[src/rtl/vdg_pkg.sv]
// Shared constants and types for the VDG fetch responder: mode encodings,
// row geometry constants and the fetch FSM states.
package vdg_pkg;

  localparam int PAGE_SHIFT = 9;

  localparam logic [5:0] ROW_W16 = 6'd16;
  localparam logic [5:0] ROW_W32 = 6'd32;

  localparam logic [3:0] REP_1  = 4'd1;
  localparam logic [3:0] REP_2  = 4'd2;
  localparam logic [3:0] REP_3  = 4'd3;
  localparam logic [3:0] REP_12 = 4'd12;

  typedef enum logic [2:0] {
    GM0 = 3'd0, GM1 = 3'd1, GM2 = 3'd2, GM3 = 3'd3,
    GM4 = 3'd4, GM5 = 3'd5, GM6 = 3'd6, GM7 = 3'd7
  } gm_e;

  typedef enum logic {IDLE = 1'b0, REQ = 1'b1} fetch_state_e;

  typedef struct packed {
    logic [5:0] bpr;
    logic [3:0] rep;
  } geom_t;

  localparam geom_t GEOM_ALPHA = '{bpr: ROW_W32, rep: REP_12};

endpackage

[src/rtl/vdg_fetch_responder_if.sv]
// RAM arbiter read port: the responder drives request/address, the arbiter
// returns a one-cycle acknowledge with data in the same cycle.
interface vdg_fetch_responder_if #(parameter int ADDR_W = 16);
  logic              mem_req;
  logic [ADDR_W-1:0] mem_addr;
  logic              mem_ack;
  logic [7:0]        mem_rdata;

  modport master (output mem_req, output mem_addr, input mem_ack, input mem_rdata);
  modport slave  (input mem_req, input mem_addr, output mem_ack, output mem_rdata);
endinterface

[src/rtl/vdg_row_geometry.sv]
// Combinational decode of the VDG mode into bytes per row and row repeat count.
module vdg_row_geometry
  import vdg_pkg::*;
(
  input  logic       ang,
  input  logic [2:0] gm,
  output geom_t      geom
);

  always_comb begin
    geom = GEOM_ALPHA;
    if (ang) begin
      case (gm_e'(gm))
        GM0, GM1: geom = '{bpr: ROW_W16, rep: REP_3};
        GM2:      geom = '{bpr: ROW_W32, rep: REP_3};
        GM3:      geom = '{bpr: ROW_W16, rep: REP_2};
        GM4:      geom = '{bpr: ROW_W32, rep: REP_2};
        GM5:      geom = '{bpr: ROW_W16, rep: REP_1};
        default:  geom = '{bpr: ROW_W32, rep: REP_1};
      endcase
    end
  end

endmodule

[src/rtl/vdg_fetch_responder.sv]
// Memory-side responder for VDG byte fetches: sync tracking, display address
// generation, and a single-outstanding RAM read with one queued fetch.
module vdg_fetch_responder
  import vdg_pkg::*;
#(
  parameter int ADDR_W = 16,
  parameter int BASE_W = 7
) (
  input  logic                   clk,
  input  logic                   reset_n,
  input  logic                   fsn,
  input  logic                   hsn,
  input  logic                   da_req,
  input  logic                   ang,
  input  logic [2:0]             gm,
  input  logic [BASE_W-1:0]      base,
  vdg_fetch_responder_if.master  mem,
  output logic [7:0]             q,
  output logic                   q_valid,
  output logic                   overrun
);

  logic              r_fsn_d, r_hsn_d;
  logic              w_fsn_fall, w_hsn_fall;
  geom_t             w_geom_dec, r_geom, w_geom_n;
  logic [ADDR_W-1:0] r_row_start, w_row_n;
  logic [5:0]        r_byte_idx, w_bidx_n;
  logic [3:0]        r_rep, w_rep_n;
  logic [ADDR_W-1:0] w_base_addr, w_fetch_addr;
  logic              w_acc, w_q_live;

  fetch_state_e      r_state;
  logic              r_mem_req;
  logic [ADDR_W-1:0] r_mem_addr;
  logic              r_q_vld;
  logic [ADDR_W-1:0] r_q_addr;
  logic [7:0]        r_q;
  logic              r_q_valid;
  logic              r_overrun;

  vdg_row_geometry u_geom (
    .ang  (ang),
    .gm   (gm),
    .geom (w_geom_dec)
  );

  assign w_fsn_fall  = r_fsn_d & ~fsn;
  assign w_hsn_fall  = r_hsn_d & ~hsn;
  assign w_base_addr = ADDR_W'(base) << PAGE_SHIFT;

  // Sync updates resolve first so a coincident fetch sees the new row and byte 0
  always_comb begin
    w_row_n  = r_row_start;
    w_bidx_n = r_byte_idx;
    w_rep_n  = r_rep;
    w_geom_n = r_geom;
    if (w_fsn_fall) begin
      w_row_n  = w_base_addr;
      w_bidx_n = '0;
      w_rep_n  = '0;
      w_geom_n = w_geom_dec;
    end else if (w_hsn_fall) begin
      w_bidx_n = '0;
      w_geom_n = w_geom_dec;
      if (r_rep == r_geom.rep - 4'd1) begin
        w_row_n = r_row_start + ADDR_W'(r_geom.bpr);
        w_rep_n = '0;
      end else begin
        w_rep_n = r_rep + 4'd1;
      end
    end
  end

  // Requests past the row end come from the border and are silently ignored
  assign w_acc        = da_req && (w_bidx_n < w_geom_n.bpr);
  assign w_fetch_addr = w_row_n + ADDR_W'(w_bidx_n);
  assign w_q_live     = r_q_vld & ~w_fsn_fall;

  always_ff @(posedge clk or negedge reset_n) begin
    if (!reset_n) begin
      r_fsn_d     <= 1'b1;
      r_hsn_d     <= 1'b1;
      r_row_start <= '0;
      r_byte_idx  <= '0;
      r_rep       <= '0;
      r_geom      <= GEOM_ALPHA;
    end else begin
      r_fsn_d     <= fsn;
      r_hsn_d     <= hsn;
      r_row_start <= w_row_n;
      r_byte_idx  <= w_bidx_n + {5'b0, w_acc};
      r_rep       <= w_rep_n;
      r_geom      <= w_geom_n;
    end
  end

  always_ff @(posedge clk or negedge reset_n) begin
    if (!reset_n) begin
      r_state    <= IDLE;
      r_mem_req  <= 1'b0;
      r_mem_addr <= '0;
      r_q_vld    <= 1'b0;
      r_q_addr   <= '0;
      r_q        <= '0;
      r_q_valid  <= 1'b0;
      r_overrun  <= 1'b0;
    end else begin
      r_q_valid <= 1'b0;
      if (w_fsn_fall) r_overrun <= 1'b0;
      unique case (r_state)
        IDLE: begin
          r_q_vld <= 1'b0;
          if (w_acc) begin
            r_state    <= REQ;
            r_mem_req  <= 1'b1;
            r_mem_addr <= w_fetch_addr;
          end
        end
        REQ: begin
          if (mem.mem_ack) begin
            r_q       <= mem.mem_rdata;
            r_q_valid <= 1'b1;
            if (w_q_live) begin
              // Queued fetch goes out next; the freed slot may take a new one
              r_mem_addr <= r_q_addr;
              r_q_vld    <= w_acc;
              if (w_acc) r_q_addr <= w_fetch_addr;
            end else if (w_acc) begin
              r_mem_addr <= w_fetch_addr;
              r_q_vld    <= 1'b0;
            end else begin
              r_state   <= IDLE;
              r_mem_req <= 1'b0;
              r_q_vld   <= 1'b0;
            end
          end else if (w_acc && !w_q_live) begin
            r_q_vld  <= 1'b1;
            r_q_addr <= w_fetch_addr;
          end else if (w_acc) begin
            r_overrun <= 1'b1;
          end else begin
            r_q_vld <= w_q_live;
          end
        end
        default: r_state <= IDLE;
      endcase
    end
  end

  assign mem.mem_req  = r_mem_req;
  assign mem.mem_addr = r_mem_addr;
  assign q            = r_q;
  assign q_valid      = r_q_valid;
  assign overrun      = r_overrun;

endmodule

[src/flat_wrapper.sv]
// flat-port wrapper written by rule: the top's interface ports become plain ports
module vdg_fetch_responder_flat import vdg_pkg::*;
#(
  parameter int ADDR_W = 16,
  parameter int BASE_W = 7
)
  (clk, reset_n, fsn, hsn, da_req, ang, gm, base, q, q_valid, overrun, mem_mem_req, mem_mem_addr, mem_mem_ack, mem_mem_rdata);
  vdg_fetch_responder_if #(.ADDR_W(ADDR_W)) mem_i ();
  input  logic clk;
  input  logic reset_n;
  input  logic fsn;
  input  logic hsn;
  input  logic da_req;
  input  logic ang;
  input  logic [2:0] gm;
  input  logic [BASE_W-1:0] base;
  output logic [7:0] q;
  output logic q_valid;
  output logic overrun;
  output wire logic [$bits(mem_i.mem_req)-1:0] mem_mem_req;
  output wire logic [$bits(mem_i.mem_addr)-1:0] mem_mem_addr;
  input wire logic [$bits(mem_i.mem_ack)-1:0] mem_mem_ack;
  input wire logic [$bits(mem_i.mem_rdata)-1:0] mem_mem_rdata;
  assign mem_mem_req = mem_i.mem_req;
  assign mem_mem_addr = mem_i.mem_addr;
  assign mem_i.mem_ack = mem_mem_ack;
  assign mem_i.mem_rdata = mem_mem_rdata;
  vdg_fetch_responder #(.ADDR_W(ADDR_W), .BASE_W(BASE_W)) u_core (.clk(clk), .reset_n(reset_n), .fsn(fsn), .hsn(hsn), .da_req(da_req), .ang(ang), .gm(gm), .base(base), .mem(mem_i), .q(q), .q_valid(q_valid), .overrun(overrun));
endmodule
[config.mk]
export PLATFORM = sky130hd
export DESIGN_NAME = vdg_fetch_responder_flat
export DESIGN_NICKNAME = d
export VERILOG_FILES = /design/src/rtl/vdg_pkg.sv /design/src/rtl/vdg_fetch_responder_if.sv /design/src/rtl/vdg_row_geometry.sv /design/src/rtl/vdg_fetch_responder.sv /design/src/flat_wrapper.sv
export SDC_FILE = /design/constraint.sdc
export NUM_CORES = 1
export LEC_CHECK = 0
export BUFFER_PORTS_ARGS = -buffer_cell sky130_fd_sc_hd__buf_2
export CORE_MARGIN = 4
export CORE_UTILIZATION = 25
export CTS_CLUSTER_DIAMETER = 80
export DETAILED_ROUTE_END_ITERATION = 6
export SLEW_MARGIN = 40
export SYNTH_ARGS = -nofsm -noshare
export SYNTH_HDL_FRONTEND = slang
export SYNTH_SLANG_ARGS = --single-unit
[constraint.sdc]
create_clock -name clk -period 4.5 [get_ports clk]
set_clock_uncertainty 0.1 [all_clocks]
set_input_delay 1.35 -clock clk [delete_from_list [all_inputs] [get_ports clk]]
set_output_delay 1.35 -clock clk [all_outputs]
set_load 0.01 [all_outputs]
* Word-level counts from Yosys, hierarchy flattened *
Cells that the tools add are included.

cells by class
  $add $sub $neg = 5
  muxes and demuxes = 41
  reduce and logical (&&, ||, !) cells = 10
  magnitude comparators = 1
  equality and inequality tests = 13
  bitwise operators = 7

operator list
  cell                   number
  $mux W16               10
  $pmux W10 S5           1
  $add A16 B6 Y16        2
  $pmux W16 S2           1
  $mux W10               3
  $mux W1                18
  $mux W4                3
  $mux W6                2
  $reduce_and A4 Y1      2
  $add A6 B1 Y6          1
  $eq A3 B2 Y1 const B   2
  $eq A3 B3 Y1 const B   2
  $lt A6 B6 Y1           1
  $ne A2 B1 Y1 const B   3
  $ne A2 B2 Y1 const B   3
  $pmux W1 S2            3
  $add A4 B1 Y4 const B  1
  $eq A4 B4 Y1           1
  $ne A4 B4 Y1 const B   1
  $not A1 Y1             4
  $reduce_bool A2 Y1     2
  $sub A4 B1 Y4 const B  1
  $and A1 B1 Y1          3
  $eq A3 B1 Y1 const B   1
  other kinds (5)        6

storage, ports and cells
  input port bits = 25
  bits in registers = 83
  output and inout bits = 27
  word-level logic and storage cells = 92

* Logic depth before layout (Yosys ltp) *
Gate-level depths: netlist (run 1).

  depth in word-level cells = 12
  depth in mapped cells = 20
  mapped depth without buffers = 19

* By module *
Synthesis (run 1) repeated with hierarchy kept, for this count alone.

unflattened totals
  cells, all modules = 453
  area total of the unflattened synthesis = 4,490.6 sq um

modules (own cells, without submodules)
  module               cells an instance  instances  area an instance (sq um)  sequential area each (sq um)
  vdg_fetch_responder  437                1          4,383.0                   2,083.2
  vdg_row_geometry     16                 1          107.6                     0.0

* Worst setup path before layout (run 1) *
Ideal clock, no wire load.

  kind = in2reg
  from = input port fsn
  to = register u_core.r_mem_addr[14], in the netlist u_core.mem.mem_addr[14]
  data required time = 4,274 ps
  cell stages on the path = 15
  slack = -140 ps
  arrival = 4,414 ps
  setup time = 126 ps
  cells stage by stage = nor2b_1 -> clkbuf_1 -> clkbuf_1 -> nor2_1 -> ha_1 -> fa_1 -> a21o_1 -> a21oi_1 -> o21bai_1 -> a21oi_1 -> a211oi_1 -> and4b_4 -> nand3_1 -> xnor2_1 -> a221o_1

on the way
  elaborated cells between the ends (all ways) = 14
  those cells by class = add/sub (1); order compare (1); mux (7); bitwise (4); reduce/logical (1)

RTL lines
  item                   line                                                    text
  start, declared        flat_wrapper.sv:11                                      input logic fsn;
  $not A1 Y1 *           vdg_fetch_responder.sv:47                               assign w_fsn_fall = r_fsn_d & ~fsn;
  $and A1 B1 Y1 *        vdg_fetch_responder.sv:47
  $mux W16 *             vdg_fetch_responder.sv:57                               if (w_fsn_fall) begin
  via u_core.w_row_n[0]  vdg_fetch_responder.sv:26                               logic [ADDR_W-1:0] r_row_start, w_row_n;
  $add A16 B6 Y16 *      vdg_fetch_responder.sv:76                               assign w_fetch_addr = w_row_n + ADDR_W'(w_bidx_n);
  $mux W16 *             vdg_fetch_responder.sv:113, vdg_fetch_responder.sv:128
  $mux W16               vdg_fetch_responder.sv:123                              if (w_q_live) begin
  $mux W16               vdg_fetch_responder.sv:120                              if (mem.mem_ack) begin
  $pmux W16 S2 *         vdg_fetch_responder.sv:110                              unique case (r_state)
  end signal, assigned   vdg_fetch_responder.sv:116                              r_mem_addr <= w_fetch_addr;
  end signal, assigned   vdg_fetch_responder.sv:125                              r_mem_addr <= r_q_addr;
  end signal, assigned   vdg_fetch_responder.sv:129                              r_mem_addr <= w_fetch_addr;
  end, declared          vdg_fetch_responder.sv:34                               logic [ADDR_W-1:0] r_mem_addr;

The timed path passes the listed nets; every way through them passes the cells marked *. The select of a mux whose other input is x is not followed.
A chain may end at the register's enable or synchronous reset.

* Worst setup path after layout (run 1) *
  from = register u_core.r_geom[0] (netlist bit)
  to = register u_core.r_mem_addr[14], in the netlist u_core.mem.mem_addr[14]

on the way
  cells in the longest elaborated chain, start to end = 10

RTL lines
  item                    line                                                    text
  start, declared         vdg_fetch_responder.sv:25                               geom_t w_geom_dec, r_geom, w_geom_n;
  start signal, assigned  vdg_fetch_responder.sv:93                               r_geom <= w_geom_n;
  $sub A4 B1 Y4 *         vdg_fetch_responder.sv:65                               if (r_rep == r_geom.rep - 4'd1) begin
  $eq A4 B4 Y1 *          vdg_fetch_responder.sv:65
  $mux W16 *              vdg_fetch_responder.sv:65
  $mux W16 *              vdg_fetch_responder.sv:62                               end else if (w_hsn_fall) begin
  $mux W16 *              vdg_fetch_responder.sv:57
  via u_core.w_row_n[1]   vdg_fetch_responder.sv:26
  $add A16 B6 Y16 *       vdg_fetch_responder.sv:76
  $mux W16 *              vdg_fetch_responder.sv:113, vdg_fetch_responder.sv:128
  $mux W16                vdg_fetch_responder.sv:123
  $mux W16                vdg_fetch_responder.sv:120
  $pmux W16 S2 *          vdg_fetch_responder.sv:110

Marks and branches as above.

==> results of run 1 <==
[worst max-delay path by stage]
stage                              endpoint  cells past startpoint
floorplan               u_core.r_q_addr[10]                     15
global placement    u_core.mem.mem_addr[14]                     16
detailed placement  u_core.mem.mem_addr[14]                     16
CTS                 u_core.mem.mem_addr[14]                     19
global route        u_core.mem.mem_addr[14]                     19
finish              u_core.mem.mem_addr[14]                     19
[cell type report]
class | count | area [sq um]
clock buffer | 10 | 229.0
multi-input combinational | 317 | 2242
clock inverter | 6 | 47.55
inverter | 19 | 71.32
sequential | 82 | 2057
fill | 1760 | 11880
tap | 225 | 281.5
timing repair buffer | 72 | 431.7
[metal layers]
layer	share of wire, %	up-vias	wire [um]	GRT usage [%]
met5	0	-	0	0
met4	2.0	0	228	4.742
met3	4.7	18	535	3.426
met2	46	73	5255	18.78
met1	47	1734	5293	15.62
li1	-	1695	-	-
[cells by family (layout without fill, tap and decap cells)]
group,count (synthesis),after routing,share of synthesized area (%)
flip-flops,82,82,46.80
buffers and inverters,32,107,2.789
adder cells (fa/ha/maj),23,23,6.889
AND/OR/NAND/NOR,130,130,15.63
AO/OA/AOI/OAI,113,113,16.45
multiplexers,24,24,6.063
XOR/XNOR,27,27,5.380
[where the power goes]
part	switching [uW]	internal (uW)	leakage, uW
Combinational	267	219	0.00132
Sequential	83.1	872	0.00102
Clock	327	382	0.000140
Total	677	1470	0.00247
[flip-flops by register name (all words and copies together) (netlist names)]
name,flops
u_core.q_valid,1
u_core.r_hsn_d,1
u_core.mem.mem_req,1
u_core.r_q_addr,16
u_core.r_geom,9
u_core.mem.mem_addr,16
u_core.q,8
u_core.overrun,1
u_core.r_row_start,16
u_core.r_q_vld,1
u_core.r_byte_idx,6
u_core.r_fsn_d,1
u_core.r_rep,4
u_core.r_state,1
[cells in the mapped netlist (all sizes together), types with 2 or more instances]
cell type,number,area (sq um)
xor2,8,70.07
o31ai,4,43.79
mux2i,3,30.03
dfstp,4,105.1
a211oi,6,57.56
o211ai,5,37.54
dfrtp,78,1952
nand3,12,60.06
nand2,25,93.84
clkbuf,10,37.54
a21oi,45,225.2
o21ai,16,87.58
and4b,2,23.77
or4,2,15.01
o21a,5,37.54
and3,11,68.82
o22ai,16,100.1
inv,19,71.31
nor2b,7,43.79
a221o,2,20.02
o21bai,3,22.52
a31oi,2,18.77
buf,3,13.76
or3,3,23.77
ha,21,262.8
nand2b,6,37.54
a21o,5,37.54
nor3,5,25.02
nor2,42,157.7
xnor2,19,166.4
fa,2,40.04
mux2,21,236.5
nor4,7,58.81
[worst max-delay path, delay by kind of cell (launching register included)]
family / cells / cell delay [ns]
DFF: 1 / 0.42
xor gates and xnor gates: 2 / 0.26
muxes: 1 / 0.24
AOI/OAI and AO/OA: 7 / 1.39
and+or+nand+nor: 5 / 0.76
adders and majority gates: 2 / 0.68
buffers and inverters: 2 / 0.28
[repair_timing]
action                     4_1_cts  5_1_grt
setup buffers                    0        2
setup endpoints to repair        0       11
gates resized for setup          0        4
[stage by stage]
step / hold slack (ns) / instances
after detailed placement: 0.3905 / 713
after global routing: 0.4193 / 731
after global placement: 0.3839 / 713
final: 0.4008 / 731
after CTS: 0.4053 / 729
after floorplan: 0.3554 / 431
==> results.py, run 1 <==
metrics = {
    "outcome": {
        "status": "finished, final reports clean",
    },
    "placement": {
        "dp_hpwl_um": 8471,
        "preCtsSetupSlack_ns": 0.1127,
        "portBuffers": 51,
        "place_area_sq_um": 5050,
        "place_congestion": 0.8696,
    },
    "timing": {
        "min_period_over_period_pct": 94.31,
        "min_period_ns": 4.244,
        "setup_viol_count_final": 0,
        "fin_ws_ns": 0.2561,
        "tightest_slew_ns": 0.6897,
        "maxSlewViolCount": 0,
        "hold_viol_final": 0,
        "tns_ns": 0,
        "max_slew_margin_pct": 54.02,
        "max_freq_mhz": 235.6,
    },
    "finish": {
        "area_growth_pct": 21.95,
        "drive_gt1_share_pct": 25.69,
        "most-common-layout-cells": "dfrtp_1, buf_2, a21oi_1",
        "final_cell_area_sq_um": 5360,
        "final_common_cell": "dfrtp_1",
        "final_util_pct": 31.10,
        "num-nets-final": 549,
        "antenna_cells": 0,
    },
    "die": {
        "placementRows": 48,
        "dieArea_sq_um": 19770,
        "start_util_pct": 25.50,
        "die_w_um": 140.6,
        "ios": 52,
        "coreArea_sq_um": 17240,
        "fp.dieH_um": 140.6,
    },
    "run": {
        "cap_violations": 0,
    },
    "min_path": {
        "min_path_cells": 1,
        "hp-class": "flop to flop",
        "worst_hold_path.endpoint": "u_core.q[2]",
        "hp-start": "u_core.q[2]",
    },
    "synth": {
        "synth_nets": 479,
        "synth-seq-cells": 82,
        "syn_avg_cell_area_sq_um": 10.20,
        "synthFlopType": "dfrtp_1",
        "synth_edf_count": 0,
        "synth_area_sq_um": 4395,
        "ys_types": 55,
        "yosys_warnings": 0,
        "async_flop_share_pct": 100.0,
        "ys_seq_area_share_pct": 46.80,
        "synthCells": 431,
    },
    "critical_path": {
        "critical_path_class": "flop to flop",
        "crit_path_max_incr_delay_ns": 0.45,
        "r2r-start": "u_core.r_geom[0]",
        "critPathSlowestCell": "fa_1",
        "critical_path_required_ns": 4.64,
        "worstReg2RegEnd": "u_core.mem.mem_addr[14]",
        "reg2reg_depth": 19,
        "crit_top_cell": "a21oi_1",
        "worstPathCellList": "inv_1, ha_1, xor2_2, and3_1, o21a_2, nand2_1, buf_4, mux2i_1, nor2_2, fa_1, a21o_1, a21oi_1, o21bai_1, a21oi_1, a211oi_1, and4b_4, nand3_1, xnor2_1, a221o_1",
        "critPathMaxFanout": 10,
        "worstSetupStartpointType": "flop",
        "ff2ff_setup_slack_ns": 0.26,
        "crit_start": "u_core.r_geom[0]",
        "arrival_ns": 4.38,
        "endpoint_kind": "flop",
    },
    "drt": {
        "drc": 0,
        "wire_per_inst_um": 15.47,
        "dr.pass1.iters": 4,
        "vias": 3520,
        "routed_wl_um": 11310,
        "antenna_left": 0,
        "drtIter0Drc": 208,
        "via_per_inst": 4.815,
    },
    "global_routing": {
        "grt_start_max_net_pins": 71,
        "grt_util_all_layers_pct": 11.97,
        "grt_overflow_total": 0,
        "grt_pass1_vias": 3698,
        "antenna_found_initial": 0,
        "grt_pass1_wl_um": 18830,
    },
    "cts": {
        "clk_path_buf_depth": 2,
        "ctsHoldBuffers": 0,
        "cts_made_buffers": 9,
        "clk_pin_slew_ns": 0.07,
        "root_buffer": "clkbuf_16",
        "cts_tree": "built",
        "cts_max_level": 3,
        "clock_sinks": 82,
        "clk_latency_ns": 0.35,
    },
    "power_and_ir_drop": {
        "ir_drop_mv": 0.2055,
        "power.total_uw": 2150,
        "power_density_nw_per_um2": 401.2,
        "power.leakage_uw": 0.002471,
    },
}
No activity file was read; power rests on OpenSTA's default activity.
==> inputs of run 2 (changes only) <==
- clock period: 4.5 -> 5.4 ns (I/O delays scaled with it)
==> results.py, run 2 (synthesis results as in run 1) <==
metrics = {
    "min_path": {
        "hp-start": "u_core.q[1]",
        "hp-class": "flop to flop",
    },
    "timing": {
        "tightest_slew_ns": 0.7149,
        "whs_ns": 0.4023,
        "setup_viol_count_final": 0,
        "max_slew_margin_pct": 52.34,
        "min_period_ns": 4.654,
        "maxSlewViolCount": 0,
        "min_period_over_period_pct": 86.19,
        "tns_ns": 0,
        "max_freq_mhz": 214.9,
        "rsz0062_at_grt": "false",
        "hold_viol_final": 0,
    },
    "power_and_ir_drop": {
        "ir_drop_mv": 0.1741,
        "p_seq_share_pct": 45.5,
        "power.leakage_uw": 0.002387,
        "internal-power_uw": 1221,
        "power_switching_uw": 530.6,
        "power_density_nw_per_um2": 335.4,
        "switching_share_pct": 30.29,
        "p_comb_share_pct": 22.2,
        "p_clk_share_pct": 32.3,
    },
    "die": {
        "die_w_um": 140.6,
        "coreArea_sq_um": 17240,
        "ios": 52,
        "fp.dieH_um": 140.6,
        "start_util_pct": 25.50,
        "placementRows": 48,
        "dieArea_sq_um": 19770,
    },
    "finish": {
        "final_util_pct": 30.30,
        "antenna_cells": 0,
        "most-common-layout-cells": "dfrtp_1, buf_2, a21oi_1",
        "area_growth_pct": 18.82,
        "fillers": 1820,
        "num-nets-final": 537,
        "final_common_cell": "dfrtp_1",
        "drive_gt1_share_pct": 22.27,
    },
    "drt": {
        "wire_per_inst_um": 15.43,
        "routed_wl_um": 11100,
        "antenna_left": 0,
        "vias": 3470,
        "drtIter0Drc": 172,
        "via_per_inst": 4.826,
        "drc": 0,
        "dr.pass1.iters": 4,
    },
    "global_routing": {
        "grt_overflow_total": 0,
        "grt_util_all_layers_pct": 11.83,
        "grt_start_max_net_pins": 55,
        "grt_pass1_vias": 3690,
        "grt_pass1_wl_um": 18670,
        "antenna_found_initial": 0,
    },
    "run": {
        "cap_violations": 0,
    },
    "critical_path": {
        "worstSetupStartpointType": "input pin",
        "critical_path_class": "input pin to flop",
        "arrival_ns": 4.78,
        "endpoint_kind": "flop",
        "critical_path_required_ns": 5.52,
        "critPathMaxFanout": 10,
        "crit_start": "hsn",
        "r2r-start": "u_core.r_geom[0]",
    },
    "cts": {
        "cts_resized": 0,
        "post_cts_buffers": 0,
        "clk_latency_ns": 0.34,
        "clk_pin_slew_ns": 0.06,
        "cts_max_level": 3,
        "cts_made_buffers": 9,
        "clock_sinks": 82,
        "ctsHoldBuffers": 0,
        "clk_path_buf_depth": 2,
        "cts_tree": "built",
        "root_buffer": "clkbuf_16",
    },
    "placement": {
        "dp_hpwl_um": 8287,
        "portBuffers": 51,
        "place_congestion": 0.8547,
    },
    "outcome": {
        "status": "finished, final reports clean",
    },
}
run 2: worst paths after layout:
path	end	slack, ns	cells after the start
setup / recovery	u_core.mem.mem_addr[14]	0.75	16
hold / removal	u_core.q[1]	0.40	1
setup reg to reg	u_core.mem.mem_addr[14]	0.87	19
hold reg to reg	u_core.q[1]	0.40	1
max in group asynchronous	u_core.mem.mem_addr[4]	3.10	2
min in group asynchronous	u_core.r_geom[0]	1.24	1
run 2: per-stage QoR:
stage          cell area [sq um]  setup slack [ns]  instances  total power (uW)
5_1_grt                     5223            0.4384        719              1861
3_5_place_dp                4956            0.4596        703              1199
3_3_place_gp                4951            0.5866        703              1182
2_1_floorplan               4395            0.4903        431              1035
6_report                    5223            0.7457        719              1751
4_1_cts                     5223            0.8126        719              1781
run 2: final cells by class:
type / count / area (sq um) / share of cell area, %
clock buffer: 14 / 254.0 / 4.863
clock inverter: 2 / 12.51 / 0.2396
inverter: 19 / 71.32 / 1.366
multi-input combinational: 317 / 2221 / 42.53
sequential: 82 / 2057 / 39.39
tap: 225 / 281.5 / 5.391
timing repair buffer: 60 / 325.3 / 6.229
run 2: power groups by stage:
stage | Sequential (uW) | Clock (uW) | Combinational [uW]
2_1_floorplan | 818 | 0 | 217
3_5_place_dp | 806 | 0 | 393
5_1_grt | 811 | 615 | 434
3_3_place_gp | 802 | 0 | 380
6_report | 796 | 566 | 389
4_1_cts | 797 | 588 | 395
run 2: worst max-delay path: stages:
cell      delay [ns]
buf_2           0.11
nor2b_1         0.31
nand2_1         0.15
buf_4           0.20
mux2i_1         0.16
nor2_1          0.11
fa_1            0.48
a21o_1          0.20
a21oi_1         0.22
o21bai_1        0.09
a21oi_1         0.22
a211oi_1        0.11
and4b_4         0.26
nand3_1         0.08
xnor2_1         0.09
a221o_1         0.36
run 2: metal layers:
metal	share of wire [%]	GRT usage, %	vias up
li1	-	-	1664
met1	46	15.38	1716
met2	48	19.41	82
met3	4.9	3.494	8
met4	0.93	2.907	0
met5	0	0	-
